--- config.mk ---
export PLATFORM = sky130hd
export DESIGN_NAME = hack_cpu_core
export DESIGN_NICKNAME = d
export VERILOG_FILES = /design/src/rtl/hack_pkg.sv /design/src/rtl/hack_cpu_core_alu.sv /design/src/rtl/hack_cpu_core.sv
export SDC_FILE = /design/constraint.sdc
export NUM_CORES = 1
export LEC_CHECK = 0
export ABC_AREA = 0
export CAP_MARGIN = 10
export CORE_ASPECT_RATIO = 1.4
export CORE_MARGIN = 1
export CORE_UTILIZATION = 56
export CTS_CLUSTER_SIZE = 40
export DETAILED_ROUTE_END_ITERATION = 8
export GPL_TIMING_DRIVEN = 0
export PLACE_DENSITY = 0.85
export SETUP_SLACK_MARGIN = 0.4
export SYNTH_ARGS = -nofsm -noshare
export SYNTH_HDL_FRONTEND = slang
export SYNTH_SLANG_ARGS = --single-unit
export TNS_END_PERCENT = 100
--- constraint.sdc ---
create_clock -name clk -period 8.2 [get_ports clk]
set_input_delay 2.05 -clock clk [delete_from_list [all_inputs] [get_ports clk]]
set_output_delay 2.05 -clock clk [all_outputs]
set_load 0.02 [all_outputs]
--- src/rtl/hack_pkg.sv ---
// -----------------------------------------------------------------------------
// hack_pkg
// Shared definitions for the multicycle Hack CPU core:
//   - control FSM state encoding
//   - instruction-register field positions
//   - reset constants
//   - jump-condition helper
// No ports (package).
// -----------------------------------------------------------------------------
package hack_pkg;

   // Control FSM states; explicit codes keep the encoding stable for debug taps.
   typedef enum logic [2:0] {
      FETCH  = 3'd0,
      DECODE = 3'd1,
      MEM_RD = 3'd2,
      EXEC   = 3'd3,
      MEM_WR = 3'd4
   } state_t;

   // Instruction-register field bit positions.
   localparam int unsigned IS_C    = 15;
   localparam int unsigned A_SEL   = 12;
   localparam int unsigned COMP_HI = 11;
   localparam int unsigned COMP_LO = 6;
   localparam int unsigned DEST_A  = 5;
   localparam int unsigned DEST_D  = 4;
   localparam int unsigned DEST_M  = 3;
   localparam int unsigned JMP_HI  = 2;
   localparam int unsigned JMP_LO  = 0;

   // Reset constants.
   localparam logic [15:0] WORD_RESET = 16'h0000;
   localparam logic [14:0] ADDR_RESET = 15'h0000;

   // Jump bits are (lt, eq, gt); gt means strictly positive (not ng and not zr).
   function automatic logic jump_taken(input logic [2:0] jmp,
                                       input logic       zr,
                                       input logic       ng);
      return (jmp[2] & ng) | (jmp[1] & zr) | (jmp[0] & ~ng & ~zr);
   endfunction

endpackage : hack_pkg

--- src/rtl/hack_cpu_core_alu.sv ---
// -----------------------------------------------------------------------------
// hack_cpu_core_alu
// Combinational Hack ALU (16-bit, modulo arithmetic).
// Ports:
//   x_i, y_i          operands
//   zx_i, nx_i        zero / negate x
//   zy_i, ny_i        zero / negate y
//   f_i               1: x+y, 0: x&y
//   no_i              negate output
//   out_o             result
//   zr_o              result is zero
//   ng_o              result is negative (bit 15)
// -----------------------------------------------------------------------------
module hack_cpu_core_alu (
   input  logic [15:0] x_i,
   input  logic [15:0] y_i,
   input  logic        zx_i,
   input  logic        nx_i,
   input  logic        zy_i,
   input  logic        ny_i,
   input  logic        f_i,
   input  logic        no_i,
   output logic [15:0] out_o,
   output logic        zr_o,
   output logic        ng_o
);

   logic [15:0] x_z_s;
   logic [15:0] x_n_s;
   logic [15:0] y_z_s;
   logic [15:0] y_n_s;
   logic [15:0] f_s;

   assign x_z_s = zx_i ? 16'h0000 : x_i;
   assign x_n_s = nx_i ? ~x_z_s : x_z_s;
   assign y_z_s = zy_i ? 16'h0000 : y_i;
   assign y_n_s = ny_i ? ~y_z_s : y_z_s;
   assign f_s   = f_i ? (x_n_s + y_n_s) : (x_n_s & y_n_s);
   assign out_o = no_i ? ~f_s : f_s;
   assign zr_o  = (out_o == 16'h0000);
   assign ng_o  = out_o[15];

endmodule : hack_cpu_core_alu

--- src/rtl/hack_cpu_core.sv ---
// -----------------------------------------------------------------------------
// hack_cpu_core
// Multicycle Hack CPU: fetch over a request/valid instruction port, decode
// A/C instructions, drive the ALU, write back to A/D/data memory over a
// request/ready data port, and resolve jumps.
// Ports:
//   clk, reset              clock (rising edge), async active-high reset
//   imem_req/addr           fetch request (held until imem_valid), address = pc
//   imem_valid/data         fetched instruction
//   dmem_rd/wr              data read / write request (held until dmem_ready)
//   dmem_addr/wdata         data address / write data
//   dmem_rdata/ready        read data / transaction completion
//   pc, a_reg, d_reg        architectural state
//   retire                  one-cycle pulse when an instruction completes
// -----------------------------------------------------------------------------
module hack_cpu_core
   import hack_pkg::*;
#(
   parameter logic [14:0] PC_RESET = 15'h0000
) (
   input  logic        clk,
   input  logic        reset,
   output logic        imem_req,
   output logic [14:0] imem_addr,
   input  logic        imem_valid,
   input  logic [15:0] imem_data,
   output logic        dmem_rd,
   output logic        dmem_wr,
   output logic [14:0] dmem_addr,
   output logic [15:0] dmem_wdata,
   input  logic [15:0] dmem_rdata,
   input  logic        dmem_ready,
   output logic [14:0] pc,
   output logic [15:0] a_reg,
   output logic [15:0] d_reg,
   output logic        retire
);

   state_t      state_q, state_d;
   logic [14:0] pc_q, pc_d;
   logic [15:0] a_q, a_d;
   logic [15:0] d_q, d_d;
   logic [15:0] ir_q, ir_d;
   logic [15:0] m_q, m_d;
   logic [14:0] daddr_q, daddr_d;
   logic [15:0] wdata_q, wdata_d;
   logic        retire_s;

   logic [15:0] alu_y_s;
   logic [15:0] alu_out_s;
   logic        alu_zr_s;
   logic        alu_ng_s;
   logic [5:0]  comp_s;
   logic [14:0] pc_inc_s;

   assign comp_s   = ir_q[COMP_HI:COMP_LO];
   assign alu_y_s  = ir_q[A_SEL] ? m_q : a_q;
   assign pc_inc_s = pc_q + 15'd1;   // wraps 7FFF -> 0000 naturally

   hack_cpu_core_alu u_alu (
      .x_i   (d_q),
      .y_i   (alu_y_s),
      .zx_i  (comp_s[5]),
      .nx_i  (comp_s[4]),
      .zy_i  (comp_s[3]),
      .ny_i  (comp_s[2]),
      .f_i   (comp_s[1]),
      .no_i  (comp_s[0]),
      .out_o (alu_out_s),
      .zr_o  (alu_zr_s),
      .ng_o  (alu_ng_s)
   );

   // Next-state and datapath update logic for the multicycle FSM.
   always_comb begin
      state_d  = state_q;
      pc_d     = pc_q;
      a_d      = a_q;
      d_d      = d_q;
      ir_d     = ir_q;
      m_d      = m_q;
      daddr_d  = daddr_q;
      wdata_d  = wdata_q;
      retire_s = 1'b0;

      case (state_q)
         FETCH: begin
            if (imem_valid) begin
               ir_d    = imem_data;
               state_d = DECODE;
            end else begin
               state_d = FETCH;
            end
         end

         DECODE: begin
            if (!ir_q[IS_C]) begin
               a_d      = {1'b0, ir_q[14:0]};
               pc_d     = pc_inc_s;
               retire_s = 1'b1;
               state_d  = FETCH;
            end else if (ir_q[A_SEL]) begin
               // Read address is captured here so it is stable for the whole read.
               daddr_d = a_q[14:0];
               state_d = MEM_RD;
            end else begin
               state_d = EXEC;
            end
         end

         MEM_RD: begin
            if (dmem_ready) begin
               m_d     = dmem_rdata;
               state_d = EXEC;
            end else begin
               state_d = MEM_RD;
            end
         end

         EXEC: begin
            // Jump target and store address use the pre-instruction A value.
            if (jump_taken(ir_q[JMP_HI:JMP_LO], alu_zr_s, alu_ng_s)) begin
               pc_d = a_q[14:0];
            end else begin
               pc_d = pc_inc_s;
            end
            if (ir_q[DEST_A]) begin
               a_d = alu_out_s;
            end else begin
               a_d = a_q;
            end
            if (ir_q[DEST_D]) begin
               d_d = alu_out_s;
            end else begin
               d_d = d_q;
            end
            if (ir_q[DEST_M]) begin
               daddr_d = a_q[14:0];
               wdata_d = alu_out_s;
               state_d = MEM_WR;
            end else begin
               retire_s = 1'b1;
               state_d  = FETCH;
            end
         end

         MEM_WR: begin
            if (dmem_ready) begin
               retire_s = 1'b1;
               state_d  = FETCH;
            end else begin
               state_d = MEM_WR;
            end
         end

         default: begin
            state_d = FETCH;
         end
      endcase
   end

   // State and architectural registers with asynchronous reset.
   always_ff @(posedge clk or posedge reset) begin
      if (reset) begin
         state_q <= FETCH;
         pc_q    <= PC_RESET;
         a_q     <= WORD_RESET;
         d_q     <= WORD_RESET;
         ir_q    <= WORD_RESET;
         m_q     <= WORD_RESET;
         daddr_q <= ADDR_RESET;
         wdata_q <= WORD_RESET;
      end else begin
         state_q <= state_d;
         pc_q    <= pc_d;
         a_q     <= a_d;
         d_q     <= d_d;
         ir_q    <= ir_d;
         m_q     <= m_d;
         daddr_q <= daddr_d;
         wdata_q <= wdata_d;
      end
   end

   // Requests are gated with reset so an abandoned transaction drops at once.
   assign imem_req   = (state_q == FETCH)  & ~reset;
   assign dmem_rd    = (state_q == MEM_RD) & ~reset;
   assign dmem_wr    = (state_q == MEM_WR) & ~reset;
   assign retire     = retire_s & ~reset;
   assign imem_addr  = pc_q;
   assign dmem_addr  = daddr_q;
   assign dmem_wdata = wdata_q;
   assign pc         = pc_q;
   assign a_reg      = a_q;
   assign d_reg      = d_q;

endmodule : hack_cpu_core

### Word level (Yosys, flattened, before mapping)

Index checks and enable logic that the tools add are counted.

* bitwise gates (word level): 17
* $lt $le $gt $ge: 0
* eq/ne operators: 9
* multiplexer cells: 28
* add/subtract/negate cells: 2
* multipliers: 0
* div/mod/pow operators: 0
* shift-type cells: 0
* reduce and logical (&&, ||, !) cells: 10

Operators by type and width (number)
* 16-bit two-way mux: 9
* 15-bit two-way mux: 5
* 15-bit one-hot mux with 2 select lines: 2
* 16-bit NOT: 3
* 16-bit one-hot mux with 2 select lines: 1
* 16-bit adder: 1
* 16-bit bitwise AND: 1
* 16-bit zero test: 1
* 15-bit by 1-bit adder with 15-bit output, second input constant: 1
* 3-bit one-hot mux with 5 select lines: 1
* 2-bit != test, second input constant: 5
* 2-bit AND reduction: 5
* 1-bit bitwise AND: 8
* 3-bit by 2-bit equality test with 1-bit output, second input constant: 2
* 1-bit two-way mux: 6
* 3-bit two-way mux: 2
* 4-bit AND reduction: 1
* 3-bit by 1-bit equality test with 1-bit output, second input constant: 1
* 3-bit equality test, second input constant: 1
* 3-bit zero test: 1
* 1-bit NOT: 3
* 1-bit one-hot mux with 3 select lines: 1
* 3-bit AND reduction: 1
* 2-bit two-way mux: 1
* other kinds (2): 3

* memory bits (writable): 0
* memories: 0
* latch bits: 0
* bits in read-only memories: 0
* register bits: 113
* input port bits: 36

### Longest topological paths before layout

Gate-level depths: netlist (run 1).

* depth in word-level cells: 14
* depth in mapped cells: 19
* depth with buffers taken out: 15

### Hierarchy

From an unflattened synthesis (run 1), not the netlist that was laid out.

* cell total of the unflattened synthesis: 680
* area, all modules: 7140.6 µm²

By module, submodules not included
* hack_cpu_core: area each 5218.8 µm², instances 1, cells an instance 411
* hack_cpu_core_alu: area each 1921.8 µm², instances 1, cells an instance 269

### Worst setup path after synthesis (run 1)

OpenSTA, ideal clock, no wires.

* kind: register to register
* start point: reg ir_q[12]
* end point: reg pc_q[1] (netlist: imem_addr[1])
* arrival: 4.620 ns
* setup slack: 3.454 ns
* library setup time: 0.126 ns
* cell stages (with the launch flop): 19
* buffers on the path: 4
* cells stage by stage: dfrtp_1 > clkbuf_1 > buf_1 > mux2i_1 > nor2_1 > xor2_1 > ha_1 > nand4_1 > or3_1 > a31o_1 > and3_1 > or4_4 > a2111oi_4 > and4_1 > a211oi_1 > or3_1 > buf_2 > buf_6 > a221o_1

* cells in the longest elaborated chain, start to end: 14
* elaborated cells between the ends (all ways): 20
* classes of those cells: add/sub (1); mux (7); bitwise (11); reduce/logical (1)

RTL lines
* start: declaration: line hack_cpu_core.sv:43 `logic [15:0] ir_q, ir_d;`
* start signal: assignment: line hack_cpu_core.sv:178 `ir_q <= ir_d;`
* 16-bit two-way mux *: line hack_cpu_core.sv:57 `assign alu_y_s = ir_q[A_SEL] ? m_q : a_q;`
* 16-bit two-way mux *: line hack_cpu_core_alu.sv:36 `assign y_z_s = zy_i ? 16'h0000 : y_i;`
* 16-bit NOT: line hack_cpu_core_alu.sv:37 `assign y_n_s = ny_i ? ~y_z_s : y_z_s;`
* 16-bit two-way mux *: line hack_cpu_core_alu.sv:37
* 16-bit adder / 16-bit bitwise AND (equally long branches): line hack_cpu_core_alu.sv:38 `assign f_s = f_i ? (x_n_s + y_n_s) : (x_n_s & y_n_s);`
* 16-bit two-way mux *: line hack_cpu_core_alu.sv:38
* 16-bit NOT: line hack_cpu_core_alu.sv:39 `assign out_o = no_i ? ~f_s : f_s;`
* 16-bit two-way mux *: line hack_cpu_core_alu.sv:39
* 16-bit zero test / 1-bit NOT (equally long branches): line hack_cpu_core_alu.sv:40, hack_pkg.sv:40
* 1-bit bitwise AND / 1-bit NOT (equally long branches): line hack_pkg.sv:40 `return (jmp[2] & ng) | (jmp[1] & zr) | (jmp[0] & ~ng & ~zr);`
* 1-bit OR / 1-bit bitwise AND (equally long branches): line hack_pkg.sv:40
* 1-bit OR *: line hack_pkg.sv:40
* 15-bit two-way mux *: line hack_cpu_core.sv:122 `if (jump_taken(ir_q[JMP_HI:JMP_LO], alu_zr_s, alu_ng_s)) begin`
* 15-bit one-hot mux with 2 select lines *: line hack_cpu_core.sv:86 `case (state_q)`
* end signal: assignment: line hack_cpu_core.sv:175 `pc_q <= pc_d;`
* end: declaration: line hack_cpu_core.sv:40 `logic [14:0] pc_q, pc_d;`

Mark *: on every way between the ends. The rest lies on a longest branch, timed or not.
A chain may end at the register's enable or synchronous reset.

### Worst setup path in the final report (run 1)

* start point: reg ir_q[12]
* end point: reg pc_q[4] (netlist: imem_addr[4])

Same word-level chain as after synthesis.

==> impl_metrics.py, run 1 <==
metrics = {
    "worst_setup_path": {
        "rr_startpoint": "ir_q[12]$_DFFE_PP0P_",
        "critical_path_class": "reg -> reg",
        "cp_data_required_time_ns": 8.45,
        "worstPathArrival_ns": 6.98,
        "cp-startpoint": "ir_q[12]$_DFFE_PP0P_",
        "crit_fanout": 10,
        "start_kind": "flip-flop",
        "end_kind": "flip-flop",
    },
    "yosys": {
        "synth.net_count": 809,
        "ys.flop_type": "dfrtp_1",
        "ys_types": 61,
        "synth_area_sq_mm": 0.00698,
        "ys_seq_elements": 113,
        "synth_async_sr_flop_share_pct": 100,
        "yosys_warnings": 0,
        "synth.area.top_cells": "dfrtp_1 41%, mux2_2 8.2%, nand2_1 4.8%, o21ai_0 4.2%, xnor2_1 3.9%",
        "synth_top_area_share_pct": 40.5,
        "synth_edf_count": 0,
        "synthCells": 755,
        "seq_area_frac_synth_pct": 40.5,
        "synth_top_area_cell": "dfrtp_1",
        "syn_avg_cell_area_sq_um": 9.24,
    },
    "placement": {
        "dpl_cell_area_sq_mm": 0.00851,
        "gp_congestion": 0.947,
        "hpwl_um": 16900,
        "port_buffers": 132,
    },
    "global_route": {
        "grt_pass1_vias": 7106,
        "grt_first_pass_wirelength_um": 38800,
        "gr-usage-all-layers_pct": 40.6,
        "antenna_found_initial": 2,
        "grt_overflow": 0,
        "grt_max_degree": 74,
    },
    "final_layout": {
        "drive_gt1_share_pct": 11.8,
        "area_growth_pct": 31.2,
        "final_common_cell": "clkdlybuf4s50_1",
        "nFillCells": 778,
        "stdcell_area_sq_mm": 0.00915,
        "final_cell_mix": "132 x clkdlybuf4s50_1, 113 x dfrtp_1, 89 x nand2_1",
        "nets": 961,
    },
    "job": {
        "drv_cap": 0,
    },
    "clocking": {
        "cts.hold.buffers_added": 0,
        "cts_resized": 0,
        "clk_pin_slew_ns": 0.06,
        "clk_latency_ns": 0.43,
        "clock-sinks": 113,
        "cts_tree": "done",
        "htreeDepth": 4,
        "cts_setup_buffers": 0,
        "cts.path.max_buffers": 2,
        "root_buffer": "clkbuf_16",
        "cts_buffers": 17,
    },
    "timing": {
        "fmax_mhz": 148,
        "clock-skew-final_ns": 0.00984,
        "finalHoldViolations": 0,
        "slew_headroom_pct": 24.2,
        "setup_viol": 0,
        "rsz0062_at_grt": "no",
        "timing.final.crit_share_pct": 82.1,
        "final_max_slew_viol_count": 0,
        "fin_crit_ns": 6.73,
        "worst_pin_slew_ns": 1.13,
        "fin_tns_setup_ns": 0,
    },
    "floorplanning": {
        "rows": 47,
        "start_util_pct": 58.2,
        "chipWidth_um": 96.3,
        "floorplan.core_area_sq_mm": 0.0120,
        "io_pins": 133,
        "die_area_sq_mm": 0.0129,
        "fp.dieH_um": 134,
    },
    "worst_hold_path": {
        "hold_class": "reg -> reg",
        "min-delay-start": "dmem_wdata[10]$_DFFE_PP0P_",
    },
    "detailed_routing": {
        "num_vias": 6919,
        "wire_per_inst_um": 22.7,
        "via_per_inst": 6.47,
        "first_pass_iters": 7,
        "antenna_left": 0,
        "drc": 0,
        "routed_wl_um": 24300,
        "initialDrtViolationCount": 548,
    },
    "run_status": {
        "outcome": "finished clean",
    },
}
-- final cells by class --
cell class	instances	area, sq um	area share [%]
multi-input combinational	565	3800	41.5
sequential	113	2830	30.9
timing repair buffer	133	1350	14.7
clock buffer	19	443	4.84
buffer	62	302	3.29
clock inverter	13	185	2.02
tap	147	184	2.01
inverter	15	58.8	0.643
antenna	3	7.51	0.0820
-- worst max-delay path, cell delays in order, from the launching register on --
cell,delay (ns)
dfrtp_1,0.48
clkbuf_1,0.55
buf_1,0.68
mux2i_1,0.32
nor2_1,0.09
xor2_1,0.30
ha_1,0.32
buf_2,0.19
and3_1,0.20
a22oi_1,0.26
o211ai_1,0.19
a21boi_0,0.15
nor4_1,0.94
and4_1,0.36
and4_1,0.19
a211oi_1,0.12
clkbuf_1,0.27
o32ai_1,0.76
o211ai_1,0.19
-- logic make-up (layout without fill, tap and decap cells) --
logic type      after synthesis  count (layout)  synth area share [%]
flops                       113             113                  40.5
compound gates              160             160                  15.4
fa+ha+maj                    18              18                  3.34
mux                          70              70                  11.0
buf+inv                      77             242                  5.13
simple gates                269             269                  18.6
xor+xnor                     48              48                  6.03
other cells                   0               3                     0
-- layer usage --
metal,GRT usage (%),part of all wire [%],vias to the layer above,wire [um]
met2,66.4,50,420,12300
met4,23.9,6.2,0,1520
met5,0,0,-,0
met3,12.1,7.5,135,1830
met1,46.3,36,3375,8740
li1,-,-,2989,-
-- Yosys cell counts, types with 10 or more instances --
library cell  number
a21oi_1           24
and3_1            16
buf_4             15
clkbuf_1          36
dfrtp_1          113
ha_1              17
inv_1             15
mux2_2            51
mux2i_1           19
nand2_1           89
nand2b_1          24
nand3_1           17
nor2_1            54
nor3_1            24
o211ai_1          10
o21ai_0           58
xnor2_1           31
xor2_1            17
-- final timing paths --
| path | endpoint | cells after the start | slack (ns) |
|---|---|---|---|
| setup / recovery | imem_addr[4]$_DFFE_PP0P_ | 18 | 1.47 |
| hold / removal | dmem_wdata[10]$_DFFE_PP0P_ | 2 | 0.48 |
| setup reg to reg | imem_addr[4]$_DFFE_PP0P_ | 18 | 1.47 |
| hold reg to reg | dmem_wdata[10]$_DFFE_PP0P_ | 2 | 0.48 |
| max in group asynchronous | m_q[3]$_DFFE_PP0P_ | 3 | 5.28 |
| min in group asynchronous | state_q[2]$_DFF_PP0_ | 2 | 2.17 |
-- per-stage QoR --
step                      setup slack [ns]  cells  utilization, %  hold slack, ns
after floorplan                       3.16    755               -           0.480
after global placement                1.58   1034            70.7           0.468
after detailed placement              2.06   1035            71.0           0.470
after CTS                             1.95   1067            76.2           0.483
after global routing                  1.17   1068            76.3           0.525
final                                 1.47   1070            76.3           0.480
Power of run 1 is not shown: default switching activity piles up to over one toggle a cycle in this logic, so the estimate is an artifact.
==> run 2, diff against run 1 <==
--- a/config.mk
+++ b/config.mk
@@ -9,11 +9,11 @@
 export CAP_MARGIN = 10
 export CORE_ASPECT_RATIO = 1.4
 export CORE_MARGIN = 1
-export CORE_UTILIZATION = 56
+export CORE_UTILIZATION = 53
 export CTS_CLUSTER_SIZE = 40
 export DETAILED_ROUTE_END_ITERATION = 8
 export GPL_TIMING_DRIVEN = 0
-export PLACE_DENSITY = 0.85
+export PLACE_DENSITY = 0.81
 export SETUP_SLACK_MARGIN = 0.4
 export SYNTH_ARGS = -nofsm -noshare
 export SYNTH_HDL_FRONTEND = slang
==> constraint.sdc (replaced) <==
create_clock -name clk -period 6.8 [get_ports clk]
set_input_delay 1.7 -clock clk [delete_from_list [all_inputs] [get_ports clk]]
set_output_delay 1.7 -clock clk [all_outputs]
set_load 0.02 [all_outputs]
==> impl_metrics.py, run 2 (same netlist as run 1, synthesis figures left out) <==
metrics = {
    "worst_setup_path": {
        "critPathBufInv": 4,
        "cp_data_required_time_ns": 7.10,
        "end_kind": "flip-flop",
        "critPathMaxStageDelay_ns": 0.91,
        "start_kind": "flip-flop",
        "crit_chain": "clkbuf_1 -> buf_1 -> mux2i_1 -> nor2_1 -> xor2_1 -> ha_1 -> buf_2 -> and3_1 -> a22oi_1 -> o211ai_1 -> a21boi_0 -> nor4_1 -> and4_1 -> a41oi_1 -> a211oi_1 -> clkbuf_1 -> nor3_1 -> a221o_1",
        "crit_fanout": 10,
        "critical_path_class": "reg -> reg",
        "crit_slowest_cell": "nor4_1",
        "cp_top_family": "buffers and inverters",
        "reg2reg_slack_ns": 0.79,
        "crit_top_cell": "clkbuf_1",
        "worstPathArrival_ns": 6.31,
    },
    "clocking": {
        "clk_latency_ns": 0.42,
        "clock-sinks": 113,
        "cts.hold.buffers_added": 0,
        "clk_pin_slew_ns": 0.06,
        "cts.path.max_buffers": 2,
        "cts_buffers": 17,
        "cts_resized": 0,
        "cts_tree": "done",
        "htreeDepth": 4,
        "cts_setup_buffers": 0,
        "root_buffer": "clkbuf_16",
    },
    "timing": {
        "clock-skew-final_ns": 0.0113,
        "fin_tns_setup_ns": 0,
        "setup_viol": 0,
        "slew_headroom_pct": 27.1,
        "rsz0062_at_grt": "no",
        "timing.final.crit_share_pct": 88.3,
        "fin_crit_ns": 6.01,
        "worst_pin_slew_ns": 1.08,
        "finalHoldViolations": 0,
        "fmax_mhz": 167,
        "worst_slack_ns": 0.795,
        "final_max_slew_viol_count": 0,
    },
    "job": {
        "drv_cap": 0,
    },
    "final_layout": {
        "final_common_cell": "clkdlybuf4s50_1",
        "nets": 962,
        "num_antenna_cells": 0,
        "seqCellArea_sq_mm": 0.00283,
        "drive_gt1_share_pct": 11.9,
        "multi_input_area_sq_mm": 0.00379,
        "nFillCells": 994,
        "final_cell_mix": "132 x clkdlybuf4s50_1, 113 x dfrtp_1, 89 x nand2_1",
        "area_growth_pct": 31.1,
        "layoutNonFillerInstCount": 1074,
    },
    "detailed_routing": {
        "routed_wl_um": 21900,
        "wire_per_inst_um": 20.4,
        "first_pass_iters": 5,
        "dr_wl_met2_um": 11200,
        "num_vias": 6481,
        "antenna_left": 0,
        "highest_layer": "met4",
        "initialDrtViolationCount": 387,
        "wl_met1_um": 8060,
        "drc": 0,
        "wl_met3_um": 1480,
        "via_per_inst": 6.03,
    },
    "floorplanning": {
        "rows": 49,
        "fp.dieH_um": 138,
        "die_area_sq_mm": 0.0136,
        "io_pins": 133,
        "start_util_pct": 54.4,
        "floorplan.core_area_sq_mm": 0.0128,
        "chipWidth_um": 99.0,
    },
    "placement": {
        "port_buffers": 132,
        "gp_congestion": 0.948,
        "dp_slack_ns": 0.901,
        "hpwl_um": 15900,
        "placedCellCount": 1041,
    },
    "worst_hold_path": {
        "hold_class": "reg -> reg",
    },
    "global_route": {
        "antenna_found_initial": 0,
        "gr-usage-all-layers_pct": 33.3,
        "grt_overflow": 0,
        "grt_pass1_vias": 6425,
        "grt_first_pass_wirelength_um": 34000,
        "grt_max_degree": 65,
    },
    "run_status": {
        "outcome": "finished clean",
    },
}
## run 2: final cells by class
type                            instances  area share, %
Timing Repair Buffer                  134           14.8
Inverter                               15          0.643
Multi-Input combinational cell        565           41.5
Tap cell                              153           2.09
Buffer                                 62           3.30
Sequential cell                       113           30.9
Clock buffer                           17           4.65
Clock inverter                         15           2.15
## run 2: per-layer routing
layer,vias to the layer above,global-route usage [%]
li1,2985,-
met1,3121,37.0
met2,302,59.6
met3,73,6.19
met4,0,18.8
met5,-,0
## run 2: worst paths after layout
check,startpoint,to,depth (start not counted)
min in group asynchronous,reset,dmem_addr[11]$_DFFE_PP0P_,2
worst max register to register,ir_q[12]$_DFFE_PP0P_,imem_addr[1]$_DFFE_PP0P_,18
max in group asynchronous,reset,d_reg[7]$_DFFE_PP0P_,3
worst max-delay path,ir_q[12]$_DFFE_PP0P_,imem_addr[1]$_DFFE_PP0P_,18
worst min register to register,dmem_wdata[0]$_DFFE_PP0P_,dmem_wdata[0]$_DFFE_PP0P_,2
worst min-delay path,dmem_wdata[0]$_DFFE_PP0P_,dmem_wdata[0]$_DFFE_PP0P_,2
## run 2: stage by stage
stage | hold slack (ns) | area [sq um] | util [%]
6_report | 0.486 | 9150 | 71.4
5_1_grt | 0.516 | 9150 | 71.4
4_1_cts | 0.488 | 9140 | 71.3
3_5_place_dp | 0.474 | 8520 | 66.5
3_3_place_gp | 0.463 | 8490 | 66.3
2_1_floorplan | 0.480 | 6980 | -
## run 2: worst reg2reg max path: cells and delay by family, from the launching register on
kind	cells	cell delay (ns)
flip-flops	1	0.39
buffers and inverters	4	1.74
XOR/XNOR	1	0.17
AO/OA/AOI/OAI	6	1.32
AND/OR/NAND/NOR	5	1.63
multiplexers	1	0.29
adder cells (fa/ha/maj)	1	0.36
Power of run 2 is left out for the same reason.
==> run 3, diff against run 2 <==
--- a/config.mk
+++ b/config.mk
@@ -9,11 +9,11 @@
 export CAP_MARGIN = 10
 export CORE_ASPECT_RATIO = 1.4
 export CORE_MARGIN = 1
-export CORE_UTILIZATION = 53
+export CORE_UTILIZATION = 38
 export CTS_CLUSTER_SIZE = 40
 export DETAILED_ROUTE_END_ITERATION = 8
 export GPL_TIMING_DRIVEN = 0
-export PLACE_DENSITY = 0.81
+export PLACE_DENSITY = 0.61
 export SETUP_SLACK_MARGIN = 0.4
 export SYNTH_ARGS = -nofsm -noshare
 export SYNTH_HDL_FRONTEND = slang
==> impl_metrics.py, run 3 (same netlist as run 1, synthesis figures left out) <==
metrics = {
    "run_status": {
        "outcome": "finished clean",
    },
    "clocking": {
        "cts_buffers": 17,
        "root_buffer": "clkbuf_16",
        "cts.hold.buffers_added": 0,
        "clock-sinks": 113,
        "clk_latency_ns": 0.42,
        "clk_pin_slew_ns": 0.06,
        "cts.path.max_buffers": 2,
        "htreeDepth": 4,
        "cts_tree": "done",
    },
    "final_layout": {
        "final_common_cell": "clkdlybuf4s50_1",
        "stdcell_area_sq_mm": 0.00924,
        "final_cell_mix": "132 x clkdlybuf4s50_1, 113 x dfrtp_1, 89 x nand2_1",
        "layoutNonFillerInstCount": 1161,
        "nets": 962,
        "area_growth_pct": 32.4,
        "num_antenna_cells": 0,
        "drive_gt1_share_pct": 12.1,
        "nFillCells": 1792,
    },
    "timing": {
        "fin_tns_setup_ns": 0,
        "finalHoldViolations": 0,
        "worst_pin_slew_ns": 0.852,
        "final_max_slew_viol_count": 0,
        "clock-skew-final_ns": 0.00678,
        "slew_headroom_pct": 43.2,
        "setup_viol": 0,
        "fmax_mhz": 169,
        "whs_ns": 0.475,
        "fin_crit_ns": 5.91,
        "rsz0062_at_grt": "no",
        "timing.final.crit_share_pct": 86.9,
    },
    "detailed_routing": {
        "via_per_inst": 5.38,
        "drc": 0,
        "antenna_left": 0,
        "routed_wl_um": 22200,
        "first_pass_iters": 5,
        "initialDrtViolationCount": 492,
        "wire_per_inst_um": 19.1,
        "num_vias": 6242,
    },
    "job": {
        "drv_cap": 0,
    },
    "worst_hold_path": {
        "min-delay-start": "dmem_wdata[12]$_DFFE_PP0P_",
        "whs_path_depth": 2,
        "hold_class": "reg -> reg",
        "hold_end": "dmem_wdata[12]$_DFFE_PP0P_",
    },
    "worst_setup_path": {
        "critPathBufInv": 4,
        "crit_fanout": 10,
        "r2r-end": "imem_addr[1]$_DFFE_PP0P_",
        "reg2reg_slack_ns": 0.89,
        "cp_top_family": "compound AO/OA/AOI/OAI gates",
        "crit_slowest_cell": "buf_1",
        "crit_chain": "clkbuf_1 -> buf_1 -> mux2i_1 -> nor2_1 -> xor2_1 -> ha_1 -> buf_2 -> and3_1 -> a22oi_1 -> o2111ai_1 -> a221o_1 -> o2111a_1 -> nor3_1 -> a41oi_1 -> a211oi_1 -> clkbuf_1 -> nor3_1 -> a221o_1",
        "critPathMaxStageDelay_ns": 0.61,
        "r2r_cells": 18,
        "end_kind": "flip-flop",
        "worstPathArrival_ns": 6.22,
        "rr_startpoint": "ir_q[12]$_DFFE_PP0P_",
        "critical_path_class": "reg -> reg",
        "cp_data_required_time_ns": 7.11,
        "start_kind": "flip-flop",
    },
    "floorplanning": {
        "start_util_pct": 38.8,
        "chipWidth_um": 117,
        "die_area_sq_mm": 0.0189,
        "fp.dieH_um": 162,
        "rows": 58,
        "floorplan.core_area_sq_mm": 0.0180,
        "io_pins": 133,
    },
    "placement": {
        "hpwl_um": 16700,
        "gp_congestion": 0.937,
        "port_buffers": 132,
        "dpl_cell_area_sq_mm": 0.00864,
        "placedCellCount": 1129,
    },
    "global_route": {
        "grt_pass1_vias": 6139,
        "gr-usage-all-layers_pct": 24.7,
        "grt_first_pass_wirelength_um": 34300,
        "grt_max_degree": 95,
        "antenna_found_initial": 0,
        "grt_overflow": 0,
    },
}
[run 3: how the worst max path moves through the flow]
stage	start	endpoint	slack (ns)	depth (start not counted)
after floorplan	ir_q[12]$_DFFE_PP0P_	imem_addr[1]$_DFFE_PP0P_	2.05	18
after global placement	reset	d_reg[1]$_DFFE_PP0P_	0.08	2
after detailed placement	ir_q[12]$_DFFE_PP0P_	imem_addr[1]$_DFFE_PP0P_	0.71	18
after CTS	ir_q[12]$_DFFE_PP0P_	imem_addr[1]$_DFFE_PP0P_	0.68	18
after global routing	ir_q[12]$_DFFE_PP0P_	imem_addr[1]$_DFFE_PP0P_	0.50	18
final	ir_q[12]$_DFFE_PP0P_	imem_addr[1]$_DFFE_PP0P_	0.89	18
[run 3: worst register-to-register path: stages, from the launching register on]
cell and delay (ns):
dfrtp_1 0.36, clkbuf_1 0.51, buf_1 0.61, mux2i_1 0.30, nor2_1 0.08, xor2_1 0.18, ha_1 0.37, buf_2 0.19
and3_1 0.20, a22oi_1 0.23, o2111ai_1 0.24, a221o_1 0.41, o2111a_1 0.13, nor3_1 0.55, a41oi_1 0.20, a211oi_1 0.39
clkbuf_1 0.46, nor3_1 0.10, a221o_1 0.27
[run 3: through the flow]
step,worst slack (ns),utilization (%)
finish,0.891,51.3
global route,0.495,51.3
CTS,0.680,51.3
detailed placement,0.706,48.0
global placement,0.0808,47.8
floorplan,2.05,-
[run 3: what timing repair did]
action,in CTS,in global routing
buffers inserted,0,0
endpoints found under the setup margin,0,3
gates resized for setup,0,1
[run 3: final cells by class]
class / instances / area, sq um / share of cell area (%)
well taps: 240 / 300 / 3.25
repair buffers: 134 / 1360 / 14.7
inverters: 15 / 61.3 / 0.664
plain buffers: 62 / 302 / 3.26
clock buffers: 18 / 439 / 4.75
flip-flops and latches: 113 / 2830 / 30.6
clock inverters: 14 / 153 / 1.65
multi-input cells: 565 / 3800 / 41.1
[run 3: per-layer routing]
| layer | GRT usage (%) | vias up | routed length [um] |
|---|---|---|---|
| li1 | - | 2997 | - |
| met1 | 28.9 | 3031 | 9030 |
| met2 | 43.7 | 172 | 11800 |
| met3 | 3.84 | 42 | 795 |
| met4 | 10.8 | 0 | 624 |
| met5 | 0 | - | 0 |
Power of run 3 is left out for the same reason.
